**src/rtl/mem_wb_writeback.sv**
```systemverilog
// MEM/WB pipeline register and writeback unit.
// Captures MEM-stage results, formats the writeback value (including load
// sign/zero extension), drives the register file write port, exposes a
// forwarding tap for EX-stage bypass and counts retired instructions.
//
// Stage control semantics: an instruction enters when neither stall nor
// flush is asserted; mem_valid qualifies it. flush kills the held
// instruction even if stall is also asserted. stall holds all captured
// state but drops write_pending, so reg_write is a one-cycle pulse per
// instruction.
module mem_wb_writeback #(
    parameter int XLEN  = 64,
    parameter int CNT_W = 64
) (
    input  logic             clk,
    input  logic             reset,
    input  logic             mem_valid,
    input  logic             mem_reg_write,
    input  logic [4:0]       mem_rd,
    input  logic [1:0]       mem_wb_sel,
    input  logic [2:0]       mem_funct3,
    input  logic [XLEN-1:0]  mem_alu_result,
    input  logic [XLEN-1:0]  mem_read_data,
    input  logic [XLEN-1:0]  mem_pc_plus4,
    input  logic             stall,
    input  logic             flush,
    output logic [4:0]       rd,
    output logic [XLEN-1:0]  writedata,
    output logic             reg_write,
    output logic             fwd_valid,
    output logic [4:0]       fwd_rd,
    output logic [XLEN-1:0]  fwd_data,
    output logic [CNT_W-1:0] retire_count
);

    localparam logic [1:0] WB_ALU  = 2'b00;
    localparam logic [1:0] WB_LOAD = 2'b01;
    localparam logic [1:0] WB_PC4  = 2'b10;

    logic             valid_q;
    logic             write_pending_q;
    logic             reg_write_q;
    logic [4:0]       rd_q;
    logic [1:0]       wb_sel_q;
    logic [2:0]       funct3_q;
    logic [XLEN-1:0]  alu_q;
    logic [XLEN-1:0]  rdata_q;
    logic [XLEN-1:0]  pc4_q;
    logic [CNT_W-1:0] retire_q;

    logic [7:0]       load_byte;
    logic [15:0]      load_half;
    logic [31:0]      load_word;
    logic [XLEN-1:0]  load_value;
    logic [XLEN-1:0]  wb_value;

    // Stage register: flush beats stall beats capture.
    always_ff @(posedge clk or negedge reset) begin
        if (!reset) begin
            valid_q         <= 1'b0;
            write_pending_q <= 1'b0;
            reg_write_q     <= 1'b0;
            rd_q            <= '0;
            wb_sel_q        <= '0;
            funct3_q        <= '0;
            alu_q           <= '0;
            rdata_q         <= '0;
            pc4_q           <= '0;
            retire_q        <= '0;
        end else if (flush) begin
            valid_q         <= 1'b0;
            write_pending_q <= 1'b0;
        end else if (stall) begin
            write_pending_q <= 1'b0;
        end else begin
            valid_q         <= mem_valid;
            write_pending_q <= mem_valid & mem_reg_write & (mem_rd != 5'd0);
            reg_write_q     <= mem_reg_write;
            rd_q            <= mem_rd;
            wb_sel_q        <= mem_wb_sel;
            funct3_q        <= mem_funct3;
            alu_q           <= mem_alu_result;
            rdata_q         <= mem_read_data;
            pc4_q           <= mem_pc_plus4;
            if (mem_valid) begin
                retire_q <= retire_q + 1'b1;
            end
        end
    end

    // Load lane extraction and extension from the registered doubleword.
    always_comb begin
        load_byte  = rdata_q[{alu_q[2:0], 3'b000} +: 8];
        load_half  = rdata_q[{alu_q[2:1], 4'b0000} +: 16];
        load_word  = rdata_q[{alu_q[2], 5'b00000} +: 32];
        load_value = rdata_q;
        case (funct3_q)
            3'b000:  load_value = {{(XLEN-8){load_byte[7]}}, load_byte};
            3'b001:  load_value = {{(XLEN-16){load_half[15]}}, load_half};
            3'b010:  load_value = {{(XLEN-32){load_word[31]}}, load_word};
            3'b100:  load_value = {{(XLEN-8){1'b0}}, load_byte};
            3'b101:  load_value = {{(XLEN-16){1'b0}}, load_half};
            3'b110:  load_value = {{(XLEN-32){1'b0}}, load_word};
            default: load_value = rdata_q;
        endcase
    end

    // Writeback source select; the reserved encoding behaves as ALU.
    always_comb begin
        wb_value = alu_q;
        case (wb_sel_q)
            WB_ALU:  wb_value = alu_q;
            WB_LOAD: wb_value = load_value;
            WB_PC4:  wb_value = pc4_q;
            default: wb_value = alu_q;
        endcase
    end

    // Register file port and forwarding tap; x0 is never written or forwarded.
    always_comb begin
        rd           = rd_q;
        writedata    = wb_value;
        reg_write    = write_pending_q;
        fwd_valid    = valid_q & reg_write_q & (rd_q != 5'd0);
        fwd_rd       = rd_q;
        fwd_data     = wb_value;
        retire_count = retire_q;
    end

endmodule

```
**config.mk**
```make
export PLATFORM = sky130hd
export DESIGN_NAME = mem_wb_writeback
export DESIGN_NICKNAME = d
export VERILOG_FILES = /design/src/rtl/mem_wb_writeback.sv
export SDC_FILE = /design/constraint.sdc
export NUM_CORES = 1
export LEC_CHECK = 0
export BUFFER_PORTS_ARGS = -buffer_cell sky130_fd_sc_hd__buf_4
export CORE_AREA = 2 2 203 205
export CTS_BUF_LIST = sky130_fd_sc_hd__clkbuf_8 sky130_fd_sc_hd__clkbuf_16
export DETAILED_ROUTE_END_ITERATION = 16
export DIE_AREA = 0 0 205 207
export GPL_TIMING_DRIVEN = 0
export PLACE_DENSITY_LB_ADDON = 0.05
export SETUP_SLACK_MARGIN = 0.05
export SYNTH_ARGS = -nofsm -noshare
export SYNTH_HDL_FRONTEND = slang
export SYNTH_SLANG_ARGS = --single-unit
```
**constraint.sdc**
```tcl
create_clock -name clk -period 4.3 [get_ports clk]
set_input_delay 0.645 -clock clk [delete_from_list [all_inputs] [get_ports clk]]
set_output_delay 0.645 -clock clk [all_outputs]
set_load 0.03 [all_outputs]
```
After elaboration in Yosys (flattened, before gate mapping)
Cells that the tools add are included.
- multiply operators: 0
- mux-type cells: 6
- bitwise logic cells: 6
- order comparisons: 0
- eq/ne operators: 8
- shift operators: 3
- divide/modulo/power cells: 0
- reductions and logical operators: 5
- $add $sub $neg: 1
- operator list (operator ; count):
    $pmux W64 S6 ; 1
    $pmux W64 S2 ; 1
    $add A64 B1 Y64 const B ; 1
    $shiftx A64 B7 Y16 ; 1
    $shiftx A64 B7 Y32 ; 1
    $shiftx A64 B7 Y8 ; 1
    $reduce_bool A5 Y1 ; 2
    $eq A3 B3 Y1 const B ; 3
    $and A1 B1 Y1 ; 4
    $mux W1 ; 4
    $eq A3 B1 Y1 const B ; 1
    $eq A3 B2 Y1 const B ; 1
    $logic_not A3 Y1 ; 1
    $reduce_and A3 Y1 ; 1
    $eq A2 B1 Y1 const B ; 1
    $eq A2 B2 Y1 const B ; 1
    $ne A2 B1 Y1 const B ; 1
    $not A1 Y1 ; 2
    $reduce_and A2 Y1 ; 1
- memory bits (read-only): 0
- latch bits: 0
- input port bits: 208
- bits in registers: 269
- bits in writable memories: 0
- memories: 0

Depth between registers and ports, before layout
Gate-level depths: netlist (run 1).
- depth in word-level cells: 4
- depth in mapped cells: 10
- depth with buffers taken out: 7

Worst setup path after synthesis (run 1)
Ideal clock, no wire load.
- path type: flip-flop to output port
- start: register alu_q[1]
- end: output writedata[15]
- stages on the path, launching flop included: 8
- setup slack: 1.031 ns
- required time: 3.655 ns
- arrival: 2.624 ns
- cells stage by stage: dfrtp_1 -> buf_2 -> mux2_2 -> o221ai_1 -> nor3_1 -> nor4b_1 -> a221oi_1 -> buf_4
- word-level cells in the longest chain between the ends: 3
- elaborated cells between the ends (all ways): 4
- those cells by class: shift: 2; mux: 2
- ends and longest elaborated chain (item ; line ; source):
    start, declared ; 46 ; logic [XLEN-1:0] alu_q;
    start signal, assigned ; 82 ; alu_q <= mem_alu_result;
    $shiftx A64 B7 Y16 / $shiftx A64 B7 Y8 (equally long branches) ; 94, 93 ;
    $pmux W64 S6 * ; 97 ; case (funct3_q)
    $pmux W64 S2 * ; 111 ; case (wb_sel_q)
    end, declared ; 28 ; output logic [XLEN-1:0] writedata,
Every way passes the cells marked *; elsewhere a longest branch is shown, timed or not.

Worst setup path in the final report (run 1)
- start: register wb_sel_q[0]
- end: output writedata[42]
- word-level cells in the longest chain between the ends: 2
- elaborated cells between the ends (all ways): 3
- those cells by class: eq/ne: 2; mux: 1
- ends and longest elaborated chain (item ; line ; source):
    start, declared ; 44 ; logic [1:0] wb_sel_q;
    start signal, assigned ; 80 ; wb_sel_q <= mem_wb_sel;
    $eq A2 B2 Y1 / $eq A2 B1 Y1 (equally long branches) ; 111 ;
    $pmux W64 S2 * ; 111 ;
Marked as above.

==> results.md, run 1 <==
* Slew of the pin with the lowest slew margin at roughly 1.2 ns
* Critical path peak fanout at 10
* Drt total wl at around 55 mm
* Post-synth top area cell: dfrtp_1
* Adder-Cell Fraction of Synth Area at less than 1%
* Fin crit share at between 90% and 100%
* Gr ovfl total at 0
* Worst path required time at 3.65 ns
* Syn_area_per_cell at ~11 µm²
* Initial antenna violation count at 9
* Num rows at between 70 and 80
* Status: finished, final reports clean
* Critical path type: flop to output pin
* Post-synth EDFFs at 0
* Worst relative slew slack at between 20% and 30%
* Most common cell after layout, fill and taps aside: buf_4
* Final nets at 1899
* Sequential share of the synthesized area at between 40% and 50%
* Hold Fails Final Rpt at 0
* CP Capture Type: output pin
* Max IR drop VDD at about 0.00027 V
* Ordered cell list for the critical path: inv_1 > ha_1 > clkbuf_1 > clkbuf_1 > nand2_1 > o221ai_1 > buf_4 > buf_4
* Multiplexer share of the synthesized area at a little over a fifth
* Mapped Cells at about 1200
* Max-capacitance violation count at 0
* Min-Delay Path Class: input pin to async pin
* Most frequent cells in the layout: buf_4, dfrtp_1, mux2_2
* CTS tree: built
* Pin count of the biggest net entering global routing at around 110
* Post-synth top flop: dfrtp_1
* Number of unique standard cell types used by synthesis at between 50 and 60
* Drc violations at 0
* DRT iter0 DRCs at slightly below 700
* Fill count at approximately 3900
* Starting density of the core at 34.6%
* Sum Neg Setup Slack at 0 ns
* Drt first pass iters at 5
* Xor/xnor share of the synthesized area at between 3 and 4%
* CP max stage delay at slightly above 0.6 ns
* Layout cells sized above 1 at a little under half
* Power Density at 496 nW/µm²
* Final min period at roughly 4.1 ns
* Placed cell area at about 18000 µm²
* Layout area overhead at 35.5%
* Largest family of logic cells by synthesized area: multiplexers
* Mapped Nets at 1450
* Clock Sinks at ~270
* Reg clk slew, reported paths at 0.05 ns
* Num ports at 412
* Core footprint at 40400 µm²
* Antenna-violating nets left at 0
* H-tree Lvls at 2
* Final instance area at 18900 µm²
* CTS buffer count at 34
* Cell leakage power at 0.00873 µW
* Critical path arrival at 3.50 ns
* Placement Setup Slack at around 0.37 ns
* First-pass GRT wire length at 79.8 mm
* Final max-slew violation count at 0
* Worst Hold Slack at between 0.03 and 0.04 ns
* Compound-Gate Fraction of Synth Area at under 10%
* Die ar. at 42400 µm²
* Die X at around 210 µm
* Yosys top cell area share at 48.3%
* Delay-heaviest family, CP: buffers and inverters
* Synthesized area at between 10000 and 15000 µm²
* Simple-gate portion of the synthesized area at about a tenth
* Worst Setup Start Kind: flop
* Asr flop ratio synth at 100%
* Vias per inst at around 5.2
* Setup WS post-layout at about 0.16 ns
* Longest Clk Path Bufs at 3
* Critical path's slowest cell: clkbuf_1
* Final Core Density at a little under half
* Root Buffer Master: clkbuf_16
* Placed wire-length estimate at around 42 mm
* Synth warnings at 0
* Final GP Congestion at between 0.8 and 0.9
* Largest cells by area after synthesis: dfrtp_1, mux2_2, buf_4, xnor2_1, mux2i_1
* Skew-Pair Late Insertion Delay at between 0.5 and 0.6 ns
* Total GRT Usage at 25.7%
* Wire length per cell at between 20 and 25 µm
* Vias in the first global route at approximately 12000
* RSZ-0062 raised after global routing: yes
* Flops & latches, synth at roughly 270
* Final Skew at 0.0213 ns
* Chip height at 207 µm
* FMAX at 0.241 GHz
* IO buf count at between 400 and 500
* Buf/Inv on CP at 5
* Vias at 11600
* Final setup viols at 0
* Post-CTS Hold Buffers at 0
[report_power, final]
part           internal [µW]  leakage, µW  switching [µW]
clock                   1660     0.000565            1150
combinational           1420      0.00487            1980
sequential              2840      0.00329             326
[cell type report]
| type | instances | area (µm²) | area share (%) |
|---|---|---|---|
| Antenna cell | 5 | 12.5 | 0.0662 |
| Buffer | 155 | 887 | 4.69 |
| Clock buffer | 43 | 975 | 5.16 |
| Clock inverter | 15 | 111 | 0.589 |
| Inverter | 12 | 45.0 | 0.238 |
| Multi-Input combinational cell | 803 | 6320 | 33.5 |
| Sequential cell | 269 | 6730 | 35.6 |
| Tap cell | 532 | 666 | 3.52 |
| Timing Repair Buffer | 413 | 3150 | 16.7 |
[synthesized netlist by cell type (all sizes together), types with 2 or more instances]
| master | n |
|---|---|
| dfrtp | 269 |
| mux2 | 207 |
| nand2 | 105 |
| buf | 87 |
| clkbuf | 68 |
| a21oi | 58 |
| xnor2 | 57 |
| o21ai | 45 |
| o221ai | 43 |
| nor2 | 41 |
| mux2i | 40 |
| and3 | 28 |
| nand3 | 28 |
| nand4 | 25 |
| a22oi | 14 |
| inv | 12 |
| and2 | 10 |
| mux4 | 9 |
| nor3 | 8 |
| o211ai | 7 |
| a211o | 6 |
| a211oi | 6 |
| xor2 | 6 |
| a221oi | 5 |
| and4 | 5 |
| nor2b | 5 |
| a2111oi | 4 |
| nand2b | 4 |
| nor4 | 4 |
| or3 | 4 |
| a221o | 3 |
| a31oi | 3 |
| ha | 3 |
| a22o | 2 |
| and3b | 2 |
| o311a | 2 |
| o31ai | 2 |
| or2 | 2 |
[metrics by stage]
stage | total power, µW | instances
2_1_floorplan | 5170 | 1239
3_3_place_gp | 6570 | 2182
3_5_place_dp | 6600 | 2184
4_1_cts | 9450 | 2242
5_1_grt | 9800 | 2247
6_report | 9370 | 2247
[worst reg2reg max path, cell delays in order, from the launching register on]
cell	delay, ns
dfrtp_1	0.44
ha_1	0.18
nand4bb_1	0.19
or3_1	0.39
buf_2	0.17
nor4_4	0.61
buf_6	0.26
nand3_1	0.11
xnor2_1	0.16
[metal layers]
layer  part of all wire [%]  up-vias  wire [µm]  track usage (%)
met5                   0.11        -         61                0
met4                    2.5        8       1390             8.19
met3                    6.3       82       3480             6.28
met2                     49      344      26900             42.0
met1                     42     5872      23100             33.5
li1                       -     5333          -                -
[state kept, by name (all words and copies together) (netlist names)]
name	flops
alu_q	64
funct3_q	3
fwd_rd	5
pc4_q	64
rdata_q	64
reg_write	1
reg_write_q	1
retire_count	64
valid_q	1
wb_sel_q	2
[kinds of logic (layout without fill, tap and decap cells)]
| logic type | count (synthesis) | count (layout) |
|---|---|---|
| multiplexers | 256 | 256 |
| AO/OA/AOI/OAI | 204 | 204 |
| buffers and inverters | 167 | 638 |
| XOR/XNOR | 63 | 63 |
| other | 0 | 5 |
| AND/OR/NAND/NOR | 277 | 277 |
| adder cells (fa/ha/maj) | 3 | 3 |
| flip-flops | 269 | 269 |
[repair_timing]
item                       4_1_cts  5_1_grt
buffers inserted                 0        0
cloned                           0        0
setup endpoints to repair       19       52
resized for setup                6       19
[worst paths after layout]
| check | to | startpoint | cells past startpoint | slack, ns |
|---|---|---|---|---|
| worst max-delay path | writedata[42] | wb_sel_q[0] | 8 | 0.16 |
| worst min-delay path | rdata_q[50] | reset | 1 | 0.03 |
| min in group clk | valid_q | flush | 2 | 0.27 |
| worst min register to register | retire_count[63] | retire_count[63] | 1 | 0.48 |
| max in group asynchronous | retire_count[31] | reset | 3 | 2.86 |
| worst max register to register | retire_count[60] | retire_count[0] | 8 | 1.71 |
No activity file was read; power rests on OpenSTA's default activity.
==> run 2, diff against run 1 <==
--- a/config.mk
+++ b/config.mk
@@ -10,9 +10,9 @@
 export CTS_BUF_LIST = sky130_fd_sc_hd__clkbuf_8 sky130_fd_sc_hd__clkbuf_16
 export DETAILED_ROUTE_END_ITERATION = 16
 export DIE_AREA = 0 0 205 207
-export GPL_TIMING_DRIVEN = 0
 export PLACE_DENSITY_LB_ADDON = 0.05
 export SETUP_SLACK_MARGIN = 0.05
+export SKIP_LAST_GASP = 1
 export SYNTH_ARGS = -nofsm -noshare
 export SYNTH_HDL_FRONTEND = slang
 export SYNTH_SLANG_ARGS = --single-unit
==> constraint.sdc (replaced) <==
create_clock -name clk -period 3.5 [get_ports clk]
set_input_delay 0.525 -clock clk [delete_from_list [all_inputs] [get_ports clk]]
set_output_delay 0.525 -clock clk [all_outputs]
set_load 0.03 [all_outputs]
==> results.md, run 2 (synthesis results as in run 1) <==
* Final Core Density at between 40% and 50%
* Fin crit share at a little over nine tenths
* Placed wire-length estimate at ~37 mm
* First-pass GRT wire length at 73.9 mm
* Final min period at ~3.4 ns
* Vias per inst at 5.20
* Final nets at 1792
* Final instance area at around 19000 µm²
* Longest Clk Path Bufs at 3
* Total GRT Usage at roughly a quarter
* Gr ovfl total at 0
* Clock Sinks at approximately 270
* Vias in the first global route at 11100
* DRT iter0 DRCs at ~570
* Starting density of the core at about a third
* Cell leakage power at ~0.0085 µW
* CTS buffer count at 35
* CP Capture Type: output pin
* Most common cell after layout, fill and taps aside: buf_4
* Skew-Pair Late Insertion Delay at 0.54 ns
* Min-Delay Path Class: input pin to flop
* Max IR drop VDD at about 0.00042 V
* Vias at ~11000
* Reg clk slew, reported paths at approximately 0.070 ns
* CP max stage delay at around 0.48 ns
* Num ports at roughly 410
* FMAX at 0.296 GHz
* Buf/Inv on CP at 2
* Core footprint at 40400 µm²
* Drc violations at 0
* Pin count of the biggest net entering global routing at about 90
* Final Skew at 0.0105 ns
* Sum Neg Setup Slack at 0 ns
* Die ar. at roughly 42000 µm²
* CTS tree: built
* Power Density at 611 nW/µm²
* Final setup viols at 0
* Fill count at 3826
* Status: finished, final reports clean
* Layout area overhead at 33.5%
* Final max-slew violation count at 0
* Initial antenna violation count at 2
* Num rows at 74
* Critical path peak fanout at 28
* Layout Cells excl Fill at roughly 2100
* Final GP Congestion at between 0.8 and 0.9
* Die X at roughly 210 µm
* Ordered cell list for the critical path: buf_8 > nor2b_1 > a211o_1 > a211oi_1 > nor2_1 > a221o_1 > buf_4
* Drt first pass iters at 5
* Placed cell area at between 15000 and 20000 µm²
* Placement Setup Slack at about 0.22 ns
* Layout cells sized above 1 at between 40% and 50%
* Worst path required time at between 2 and 3 ns
* Setup WS post-layout at 0.124 ns
* IO buf count at between 400 and 500
* Delay-heaviest family, CP: compound AO/OA/AOI/OAI gates
* RSZ-0062 raised after global routing: yes
* Drt total wl at roughly 50 mm
* Most frequent cells in the layout: buf_4, dfrtp_1, mux2_2
* Chip height at between 200 and 250 µm
* H-tree Lvls at 2
* Hold Fails Final Rpt at 0
* Max-capacitance violation count at 0
* Critical path arrival at 2.85 ns
* Wire length per cell at roughly 24 µm
* Critical path type: flop to output pin
* Root Buffer Master: clkbuf_16
* Antenna-violating nets left at 0
* Slew of the pin with the lowest slew margin at ~0.77 ns
* Placed cells at between 2000 and 2500
* Worst Setup Start Kind: flop
* Worst relative slew slack at 48.2%
* Critical path's slowest cell: a211oi_1
-- run 2: changes by cell type in the layout (fill, tap and decap cells not counted), moves of 4 or more --
cell / before / now
clkbuf_1: 61 / 0
buf_12: 0 / 10
o21ai_0: 40 / 34
o221ai_2: 0 / 7
buf_2: 9 / 0
o221ai_1: 43 / 36
diode_2: 5 / 1
o21ai_1: 3 / 9
buf_4: 482 / 446
clkbuf_2: 7 / 0
inv_1: 18 / 22
clkbuf_8: 9 / 5
-- run 2: where the power goes --
group	switching, µW	leakage, µW	total [µW]	internal, µW
combinational	2310	0.00463	3860	1550
clock	1390	0.000599	3610	2220
sequential	413	0.00329	3900	3490
-- run 2: stage by stage --
step                hold WS, ns  power, µW
finish                    0.180      11400
global route              0.176      11900
CTS                       0.152      11500
detailed placement        0.466       7750
global placement          0.473       7750
floorplan                 0.229       6350
-- run 2: path summary, 6_finish.rpt --
check / end / slack, ns / start / cells past startpoint
worst max-delay path: fwd_data[5] / 0.12 / alu_q[1] / 7
worst min-delay path: valid_q / 0.18 / flush / 2
worst max register to register: retire_count[57] / 1.06 / retire_count[32] / 5
worst min register to register: retire_count[63] / 0.48 / retire_count[63] / 1
max in group asynchronous: alu_q[30] / 2.12 / reset / 3
min in group asynchronous: rdata_q[59] / 0.51 / reset / 2
-- run 2: what timing repair did --
action / in CTS / in global routing
buffers inserted: 3 / 5
resized for setup: 14 / 22
endpoints found under the hold margin: 52 / 0
hold buffers: 1 / 0
pin swaps: 2 / 0
setup endpoints to repair: 98 / 106
-- run 2: area by class of cell --
class	count	area (µm²)	area share, %
Sequential cell	269	6740	36.2
Multi-Input combinational cell	803	6430	34.5
Timing Repair Buffer	460	3600	19.3
Clock buffer	42	995	5.34
Tap cell	532	666	3.57
Clock inverter	17	150	0.806
Inverter	12	45.0	0.242
Antenna cell	1	2.50	0.0134
-- run 2: layer usage --
layer	GRT usage [%]	up-vias	wire, µm
li1	-	5110	-
met1	30.6	5604	21200
met2	38.0	332	24400
met3	6.06	68	3420
met4	7.10	2	1230
met5	0	-	11
